**src/rtl/terminal_access_arbiter.sv**
```systemverilog
// Two-terminal (LEDS / MATRIZ) access arbiter with per-channel authentication and round-robin grants.
// Optional deny lockout is enabled by defining DENY_LOCKOUT_EN.
module terminal_access_arbiter #(
  parameter int unsigned N_CH        = 2,
  parameter int unsigned HOLD_CYCLES = 4,
  parameter int unsigned LOCK_CYCLES = 16
) (
  input  logic                clk,
  input  logic                rst_n,
  input  logic [N_CH-1:0]     req_valid,
  input  logic [3*N_CH-1:0]   req_code,
  input  logic [3*N_CH-1:0]   req_func,
  input  logic [N_CH-1:0]     req_term,
  input  logic [55:0]         perm_table,
  output logic [N_CH-1:0]     req_ack,
  output logic [N_CH-1:0]     req_deny,
  output logic [N_CH-1:0]     locked,
  output logic                led_valid,
  output logic [2:0]          led_func,
  output logic [2:0]          led_owner,
  output logic                mat_valid,
  output logic [2:0]          mat_func,
  output logic [2:0]          mat_owner
);

  localparam int unsigned HW = $clog2(HOLD_CYCLES + 1);

  typedef enum logic {S_IDLE = 1'b0, S_HOLD = 1'b1} state_t;

  if (N_CH < 2 || N_CH > 8 || HOLD_CYCLES < 1 || LOCK_CYCLES < 1) begin : g_param_chk
    $error("terminal_access_arbiter: illegal parameter value");
  end

  logic [N_CH-1:0][2:0] w_code;
  logic [N_CH-1:0][2:0] w_fn;
  logic [N_CH-1:0][5:0] w_pidx;
  logic [N_CH-1:0]      w_perm;
  logic [N_CH-1:0]      w_armed;
  logic [N_CH-1:0]      w_locked;
  logic [N_CH-1:0]      w_deny_c;
  logic [N_CH-1:0]      w_ack_c;
  logic [N_CH-1:0]      w_grant_led;
  logic [N_CH-1:0]      w_grant_mat;
  logic [N_CH-1:0]      r_ack;
  logic [N_CH-1:0]      r_deny;
  logic [N_CH-1:0]      r_consumed;

  // Per-channel decode: permission lookup into the 7-bit mask of the presented code
  for (genvar g = 0; g < N_CH; g++) begin : g_dec
    assign w_code[g] = req_code[3*g +: 3];
    assign w_fn[g]   = req_func[3*g +: 3];
    assign w_pidx[g] = 6'(7 * 32'(w_code[g]) + 32'(w_fn[g]));
    assign w_perm[g] = (w_fn[g] != 3'd7) && perm_table[w_pidx[g]];
  end

  assign w_armed  = req_valid & ~r_consumed & ~w_locked;
  assign w_deny_c = w_armed & ~w_perm;
  assign w_ack_c  = w_grant_led | w_grant_mat;

  // First candidate at or after ptr, wrapping modulo N_CH
  function automatic logic [2:0] rr_pick(input logic [N_CH-1:0] cand, input logic [2:0] ptr);
    logic [2:0]      win;
    logic            hit;
    logic [N_CH-1:0] sh;
    int unsigned     k;
    win = '0;
    hit = 1'b0;
    for (int unsigned i = 0; i < N_CH; i++) begin
      k = 32'(ptr) + i;
      if (k >= N_CH) k = k - N_CH;
      sh = cand >> k;
      if (!hit && sh[0]) begin
        hit = 1'b1;
        win = 3'(k);
      end
    end
    return win;
  endfunction

  for (genvar t = 0; t < 2; t++) begin : g_term
    state_t          r_state, w_state_nx;
    logic [HW-1:0]   r_cnt, w_cnt_nx;
    logic [2:0]      r_ptr, w_ptr_nx;
    logic [2:0]      r_func, w_func_nx;
    logic [2:0]      r_owner, w_owner_nx;
    logic            r_valid, w_valid_nx;
    logic [N_CH-1:0] w_cand;
    logic [N_CH-1:0] w_grant;
    logic [2:0]      w_win;
    logic            w_hit;

    if (t == 0) begin : g_led
      assign w_cand      = w_armed & w_perm & ~req_term;
      assign w_grant_led = w_grant;
      assign led_valid   = r_valid;
      assign led_func    = r_func;
      assign led_owner   = r_owner;
    end else begin : g_mat
      assign w_cand      = w_armed & w_perm & req_term;
      assign w_grant_mat = w_grant;
      assign mat_valid   = r_valid;
      assign mat_func    = r_func;
      assign mat_owner   = r_owner;
    end

    assign w_win = rr_pick(w_cand, r_ptr);
    assign w_hit = |w_cand;

    always_ff @(posedge clk or negedge rst_n) begin
      if (!rst_n) begin
        r_state <= S_IDLE;
        r_cnt   <= '0;
        r_ptr   <= '0;
        r_func  <= '0;
        r_owner <= '0;
        r_valid <= 1'b0;
      end else begin
        r_state <= w_state_nx;
        r_cnt   <= w_cnt_nx;
        r_ptr   <= w_ptr_nx;
        r_func  <= w_func_nx;
        r_owner <= w_owner_nx;
        r_valid <= w_valid_nx;
      end
    end

    // Grant only from IDLE; HOLD counts down and always leaves one IDLE cycle behind it
    always_comb begin
      w_state_nx = r_state;
      w_cnt_nx   = r_cnt;
      w_ptr_nx   = r_ptr;
      w_func_nx  = r_func;
      w_owner_nx = r_owner;
      w_valid_nx = r_valid;
      w_grant    = '0;
      case (r_state)
        S_IDLE: begin
          if (w_hit) begin
            w_grant    = {{(N_CH-1){1'b0}}, 1'b1} << w_win;
            w_state_nx = S_HOLD;
            w_cnt_nx   = HW'(HOLD_CYCLES);
            w_valid_nx = 1'b1;
            w_func_nx  = w_fn[w_win];
            w_owner_nx = w_win;
            w_ptr_nx   = (w_win == 3'(N_CH - 1)) ? 3'd0 : w_win + 3'd1;
          end
        end
        S_HOLD: begin
          if (r_cnt == HW'(1)) begin
            w_state_nx = S_IDLE;
            w_cnt_nx   = '0;
            w_valid_nx = 1'b0;
          end else begin
            w_cnt_nx = r_cnt - HW'(1);
          end
        end
        default: begin
          w_state_nx = S_IDLE;
          w_valid_nx = 1'b0;
        end
      endcase
    end
  end

  // Response pulses and consumed flags; a request re-arms only after req_valid drops
  always_ff @(posedge clk or negedge rst_n) begin
    if (!rst_n) begin
      r_ack      <= '0;
      r_deny     <= '0;
      r_consumed <= '0;
    end else begin
      r_ack      <= w_ack_c;
      r_deny     <= w_deny_c;
      r_consumed <= req_valid & (r_consumed | w_ack_c | w_deny_c);
    end
  end

  assign req_ack  = r_ack;
  assign req_deny = r_deny;

`ifdef DENY_LOCKOUT_EN
  localparam int unsigned LW = $clog2(LOCK_CYCLES + 1);

  logic [N_CH-1:0]         r_locked;
  logic [N_CH-1:0][1:0]    r_dcnt;
  logic [N_CH-1:0][LW-1:0] r_lcnt;

  // Third consecutive deny locks the channel out; ack or lock expiry resets the count
  always_ff @(posedge clk or negedge rst_n) begin
    if (!rst_n) begin
      r_locked <= '0;
      r_dcnt   <= '0;
      r_lcnt   <= '0;
    end else begin
      for (int c = 0; c < N_CH; c++) begin
        if (r_locked[c]) begin
          if (r_lcnt[c] == LW'(1)) begin
            r_locked[c] <= 1'b0;
            r_lcnt[c]   <= '0;
            r_dcnt[c]   <= '0;
          end else begin
            r_lcnt[c] <= r_lcnt[c] - LW'(1);
          end
        end else if (w_ack_c[c]) begin
          r_dcnt[c] <= '0;
        end else if (w_deny_c[c]) begin
          if (r_dcnt[c] == 2'd2) begin
            r_locked[c] <= 1'b1;
            r_lcnt[c]   <= LW'(LOCK_CYCLES);
            r_dcnt[c]   <= 2'd3;
          end else begin
            r_dcnt[c] <= r_dcnt[c] + 2'd1;
          end
        end
      end
    end
  end

  assign w_locked = r_locked;
`else
  assign w_locked = '0;
`endif

  assign locked = w_locked;

endmodule
```
**config.mk**
```make
export PLATFORM = sky130hd
export DESIGN_NAME = terminal_access_arbiter
export DESIGN_NICKNAME = d
export VERILOG_FILES = /design/src/rtl/terminal_access_arbiter.sv
export SDC_FILE = /design/constraint.sdc
export NUM_CORES = 1
export LEC_CHECK = 0
export ABC_CLOCK_PERIOD_IN_PS = 2800
export CORE_MARGIN = 2
export CORE_UTILIZATION = 49
export CTS_CLUSTER_DIAMETER = 40
export DETAILED_ROUTE_END_ITERATION = 7
export GPL_ROUTABILITY_DRIVEN = 1
export HOLD_SLACK_MARGIN = 0.02
export PLACE_DENSITY = 0.82
export SETUP_SLACK_MARGIN = 0.3
export SYNTH_ARGS = -nofsm -noshare
export SYNTH_HDL_FRONTEND = slang
export SYNTH_SLANG_ARGS = --single-unit
```
**constraint.sdc**
```tcl
create_clock -name clk -period 2.8 [get_ports clk]
set_input_delay 0.56 -clock clk [delete_from_list [all_inputs] [get_ports clk]]
set_output_delay 0.56 -clock clk [all_outputs]
set_load 0.05 [all_outputs]
```
==> results of run 1 <==
## final cells by class
cell class	instances	area, sq um
fillers	400	1658
repair buffers	145	1381
multi-input cells	234	2527
well taps	80	100.1
clock buffers	5	68.82
clock inverters	3	68.82
inverters	27	101.3
flip-flops and latches	34	850.8
## Yosys cell counts (all sizes together) (2+ instances only)
cell type  number
xnor2           3
nand2          14
buf             9
o21ai           7
o22ai           7
ha             34
nor4            2
nor2b           3
a211oi          2
nand3          10
fa              8
clkbuf          2
mux2i          22
xor2            3
a31oi           6
dfrtp          34
or2             2
o21a            2
mux4           28
nand2b          4
inv            27
a21o            3
and3            4
o211ai          3
a21oi          16
nor2           19
mux2            2
nand4           2
and2            4
nor3            7
## through the flow
stage | TNS [ns] | utilization, % | cell area, sq um | setup slack (ns)
global placement | -58.15 | 68.81 | 4649 | -1.825
CTS | -36.84 | 72.02 | 4866 | -1.232
finish | -37.82 | 75.46 | 5099 | -1.259
floorplan | -36.79 | - | 3420 | -1.237
global route | -42.66 | 75.46 | 5099 | -1.443
detailed placement | -63.02 | 68.81 | 4649 | -2.005
## power breakdown
part / switching [mW] / total, mW / internal, mW
logic: 1.43 / 2.77 / 1.35
registers: 0.173 / 0.849 / 0.676
clock network: 0.198 / 0.554 / 0.357
total: 1.80 / 4.18 / 2.38
## kinds of logic after synthesis
logic type	Yosys count
simple gates	75
compound gates	57
mux	52
fa+ha+maj	42
buf+inv	38
flops	34
xor+xnor	6
other cells	1
## flip-flops by register name, indices dropped and copies added, names as in the netlist, 3 cells and up
signal and count:
mat_owner 3, led_owner 3, g_term.r_cnt 6, g_term.r_ptr 6
led_func 3, mat_func 3
## layer usage
| metal | vias to the layer above | global-route usage, % | routed length (um) |
|---|---|---|---|
| met2 | 176 | 47.61 | 5073 |
| met5 | - | 0 | 0 |
| li1 | 1426 | - | - |
| met3 | 42 | 4.265 | 623 |
| met1 | 1503 | 29.16 | 3658 |
| met4 | 0 | 8.951 | 350 |
## worst max path at each step
stage / startpoint / to / slack (ns) / cells past startpoint
after floorplan: req_code[5] / g_term[1].r_ptr[0] / -1.24 / 12
after global placement: req_code[5] / led_owner[0] / -1.82 / 13
after detailed placement: req_code[5] / g_term[0].r_cnt[2] / -2.01 / 13
after CTS: req_code[0] / r_consumed[0] / -1.23 / 13
after global routing: req_code[2] / r_consumed[0] / -1.44 / 13
final: req_code[3] / r_consumed[0] / -1.26 / 14
## timing repair
| item | 4_1_cts | 5_1_grt |
|---|---|---|
| pin swaps | 18 | 18 |
| resized for setup | 41 | 40 |
| buffers inserted | 3 | 10 |
| endpoints found under the setup margin | 34 | 34 |
## worst reg2reg max path: cells and delay by family (launching register included)
family / cells / cell delay, ns
buffers and inverters: 1 / 0.17
adders and majority gates: 2 / 0.56
xor gates and xnor gates: 1 / 0.14
AOI/OAI and AO/OA: 4 / 0.98
and+or+nand+nor: 1 / 0.57
DFF: 1 / 0.49
==> impl_metrics.ini, run 1 <==
[sta]
finalHoldViolCount = 0
report.final.slew_viol_count = 0
final.setup_skew_ns = 0.008133
share_of_the_clock_period_used_by_the_worst_path_after_layout_pct = 145.0
postLayoutSetupSlackWorst_ns = -1.259
setup_viol_count_final = 34
timing.slew.headroom_pct = 66.22
minimum_clock_period_after_layout_ns = 4.059
clock.fmax_ghz = 0.2464
worst-slew-pin-transition_ns = 0.5051
fin_worst_hold_slack_ns = 0.5109
rsz_0062_raised_after_global_routing = true

[logic_synthesis]
number_of_enable_type_register_cells_in_the_synthesized_netlist = 0
synth_area_in_simple_gates_pct = 11.61
ys_seq_area_share_pct = 25.06
cell_taking_the_most_area_after_synthesis = sky130_fd_sc_hd__dfrtp_1
post_synth_main_area_contributors = sky130_fd_sc_hd__dfrtp_1 (25%), sky130_fd_sc_hd__mux4_2 (17%), sky130_fd_sc_hd__ha_1 (13%)
syn-cell-area_sq_um = 3395
synth_seq_cells = 34
synth_top_family_by_area = multiplexers
synth-compound-area-share_pct = 11.91
synth_ff_type = sky130_fd_sc_hd__dfrtp_1
post_synth_inst_count = 305
avgSynthCellArea_sq_um = 11.13
yosys.cell_types.count = 57
synth_mux_area_share_pct = 26.06
synth_warnings = 0
synth_xor_xnor_area_share_pct = 1.769
synth-adder-area-share_pct = 17.25
async_flop_share_pct = 100.0
synth_top_area_share_pct = 25.06

[routing]
num_vias = 3147
finalWirelength_um = 9706
post-route-drc-count = 0
detail_route.first_pass.iterations = 6
routedWlPerCell_um = 18.38
detailedRoute.firstIterationViolations = 284
drt.antenna.violating_nets = 0
drt-vias-per-instance = 5.960

[grt]
antenna_found_initial = 0
remaining_global_route_overflow = 0
total_global_routing_track_utilization_pct = 25.49
vias_in_the_first_global_route = 3282
grt_pass1_wl_um = 15150
grt_start_max_net_pins = 35

[min_path]
min_path_cells = 1
min_path_type = reg -> reg
min_delay_startpoint = mat_owner[1]
hold_path_end = mat_owner[1]

[die]
design.core.area_sq_um = 6756
dieHeight_um = 87.23
start_util_pct = 50.24
boundaryPins = 94
placement_rows = 30
chipWidth_um = 87.23
design.die.area_sq_um = 7609

[placement]
dpl.hpwl_um = 7466
dp.cells = 507
io_buffers = 91
globalplace.congestion = 0.8627

[outcome]
outcome = finished, violations left
failed_checks = negative setup slack

[layout]
area_growth_pct = 50.20
finalNetCount = 563
instances_no_fill = 528
mostFrequentLayoutCells = sky130_fd_sc_hd__clkdlybuf4s50_1 (85), sky130_fd_sc_hd__buf_4 (41), sky130_fd_sc_hd__dfrtp_1 (34)
num_antenna_cells = 0
mostFrequentLayoutCell = sky130_fd_sc_hd__clkdlybuf4s50_1
post_route_cells_drive_above_1_share_pct = 30.58

[clock_network]
tritoncts.num_buffers = 5
cts_tree = done
postCtsHoldBufs = 0
clkSinkCount = 34
h_tree_depth = 2
cts-root-buf = sky130_fd_sc_hd__clkbuf_8
number_of_buffers_on_the_longest_clock_path = 2
worstSkewPairLatency_ns = 0.30
clock_transition_time_at_the_flip_flop_clock_pins_of_the_worst_setup_and_hold_paths_ns = 0.08

[power]
power_density_cells_nw_per_um2 = 819.6
fin_total_pwr_mw = 4.179
max_rail_drop_vdd_mv = 0.2938
power_leakage_nw = 2.283

[worst_setup_path]
worst_r2r_path_depth = 9
rrSetupSlack_ns = -0.26
crit_path_max_fanout = 8
rr_endpoint = r_consumed[0]
path_cells = buf_6, fa_1, fa_1, fa_2, buf_6, mux4_2, mux2i_1, mux2i_1, mux2_4, o22ai_4, buf_12, or2_2, o211ai_1, a41oi_2
timing.critical_path.max_delay_family = adder cells
timing.rr.start = g_term[1].r_ptr[0]
timing.critical_path.arrival_ns = 4.27
path_buf_inv = 3
crit_required_ns = 3.01
cpMaxStageDelayCell = sky130_fd_sc_hd__fa_2
critical-path-max-stage-delay_ns = 0.62
worst-setup-path-type = in -> reg
start_kind = primary input
endpoint_kind = register

[job]
max_cap_viol_count = 0
No activity file was read; power rests on OpenSTA's default activity.
==> inputs of run 2 (changes only) <==
MAX_ROUTING_LAYER = met4   (was unset)
==> run 2 against run 1 <==
Effect of this change: first-iteration DRC count decreased by 20%; largest power group unchanged; the flow still finishes with violations (negative setup slack); clock-buffer cell count unchanged; combinational power about the same; critical endpoint unchanged; cell count unchanged.
==> impl_metrics.ini, run 2 (synthesis results as in run 1) <==
[sta]
worst-slew-pin-transition_ns = 0.5051
clock.fmax_ghz = 0.2465
postLayoutSetupSlackWorst_ns = -1.257
timing.slew.headroom_pct = 66.22
setup_viol_count_final = 34
minimum_clock_period_after_layout_ns = 4.057
share_of_the_clock_period_used_by_the_worst_path_after_layout_pct = 144.9
rsz_0062_raised_after_global_routing = true
finalHoldViolCount = 0
report.final.slew_viol_count = 0
final.setup_skew_ns = 0.009136

[power]
power_leakage_nw = 2.284
power_density_cells_nw_per_um2 = 816.4
max_rail_drop_vdd_mv = 0.2922

[placement]
detailedPlace.worstSlack_ns = -2.005
globalplace.congestion = 0.8766
dpl.hpwl_um = 7466
io_buffers = 91
detailed_place.area_sq_um = 4649

[die]
dieHeight_um = 87.23
start_util_pct = 50.24
boundaryPins = 94
design.die.area_sq_um = 7609
design.core.area_sq_um = 6756
chipWidth_um = 87.23
placement_rows = 30

[clock_network]
cts_tree = done
cts-root-buf = sky130_fd_sc_hd__clkbuf_8
worstSkewPairLatency_ns = 0.30
postCtsHoldBufs = 0
clkSinkCount = 34
clock_transition_time_at_the_flip_flop_clock_pins_of_the_worst_setup_and_hold_paths_ns = 0.08
tritoncts.num_buffers = 5
number_of_buffers_on_the_longest_clock_path = 2
h_tree_depth = 2

[layout]
utilization_after_layout_pct = 75.52
post_route_cells_drive_above_1_share_pct = 30.58
mostFrequentLayoutCell = sky130_fd_sc_hd__clkdlybuf4s50_1
seq_area_sq_um = 850.8
area_growth_pct = 50.31
fill_cells = 397
layout_top_registers = g_term.r_cnt: 6 flops, g_term.r_ptr: 6 flops
finalNetCount = 563
num_antenna_cells = 0
mostFrequentLayoutCells = sky130_fd_sc_hd__clkdlybuf4s50_1 (85), sky130_fd_sc_hd__buf_4 (40), sky130_fd_sc_hd__dfrtp_1 (34)
design_area_sq_um = 5102
multi_input_comb_area_sq_um = 2527

[worst_setup_path]
timing.critical_path.arrival_ns = 4.27
endpoint_kind = register
crit_required_ns = 3.01
path_cells = buf_6, fa_1, fa_1, fa_2, buf_6, mux4_2, mux2i_1, mux2i_1, mux2_4, o22ai_4, buf_12, or2_2, o211ai_1, a41oi_2
critical-path-max-stage-delay_ns = 0.62
cpMaxStageDelayCell = sky130_fd_sc_hd__fa_2
crit_path_max_fanout = 8
start_kind = primary input
worst-setup-path-type = in -> reg
timing.critical_path.max_delay_family = adder cells
path_buf_inv = 3

[min_path]
min_path_type = reg -> reg

[routing]
drt-vias-per-instance = 6.028
routedWlPerCell_um = 18.32
finalWirelength_um = 9674
drt.antenna.violating_nets = 0
num_vias = 3183
post-route-drc-count = 0
detail_route.first_pass.iterations = 5
detailedRoute.firstIterationViolations = 228

[job]
max_cap_viol_count = 0

[grt]
grt_pass1_wl_um = 15130
antenna_found_initial = 0
vias_in_the_first_global_route = 3283
remaining_global_route_overflow = 0
grt_start_max_net_pins = 35
total_global_routing_track_utilization_pct = 26.20

[outcome]
outcome = finished, violations left
failed_checks = negative setup slack
==> run 2: cell counts in the layout (fill, tap and decap cells not counted) <==
No cell type changed its count.
==> run 2: final timing paths <==
path / start / endpoint / slack [ns] / depth (start not counted)
setup / recovery: req_code[3] / r_consumed[0] / -1.26 / 14
hold / removal: mat_owner[1] / mat_owner[1] / 0.51 / 1
setup reg to reg: g_term[1].r_ptr[0] / r_consumed[0] / -0.26 / 9
hold reg to reg: mat_owner[1] / mat_owner[1] / 0.51 / 1
max in group asynchronous: rst_n / led_func[2] / 1.83 / 2
min in group asynchronous: rst_n / led_owner[0] / 0.67 / 2
==> run 2: repair_timing <==
item | 4_1_cts | 5_1_grt
buffers inserted | 3 | 10
resized for setup | 41 | 39
setup endpoints to repair | 34 | 34
pin swaps | 18 | 19
==> run 2: through the flow <==
step / power [mW] / std cells / setup TNS (ns) / hold slack, ns
4_1_cts: 3.883 / 518 / -36.84 / 0.4972
2_1_floorplan: 2.432 / 306 / -36.79 / 0.2644
5_1_grt: 4.414 / 528 / -42.23 / 0.5249
6_report: 4.166 / 528 / -37.58 / 0.5108
3_5_place_dp: 3.202 / 507 / -63.02 / 0.4772
3_3_place_gp: 3.087 / 507 / -58.15 / 0.4693
==> run 2: layer usage <==
metal	global-route usage, %	wire length (um)	up-vias
li1	-	-	1436
met1	29.28	3606	1525
met2	47.68	5090	185
met3	3.791	669	37
met4	8.951	308	0
met5	-	0	-
==> run 2: layout make-up <==
| type | instances | share of cell area, % |
|---|---|---|
| tap | 80 | 1.962 |
| multi-input combinational | 234 | 49.53 |
| inverter | 27 | 1.986 |
| clock buffer | 5 | 1.349 |
| sequential | 34 | 16.67 |
| clock inverter | 3 | 1.349 |
| timing repair buffer | 145 | 27.15 |
==> run 2: power breakdown <==
part	internal [mW]	switching, mW	total [mW]	leakage, nW
Clock	0.357	0.201	0.558	0.0683
Combinational	1.34	1.42	2.76	1.79
Sequential	0.676	0.173	0.849	0.422
Total	2.37	1.79	4.17	2.28
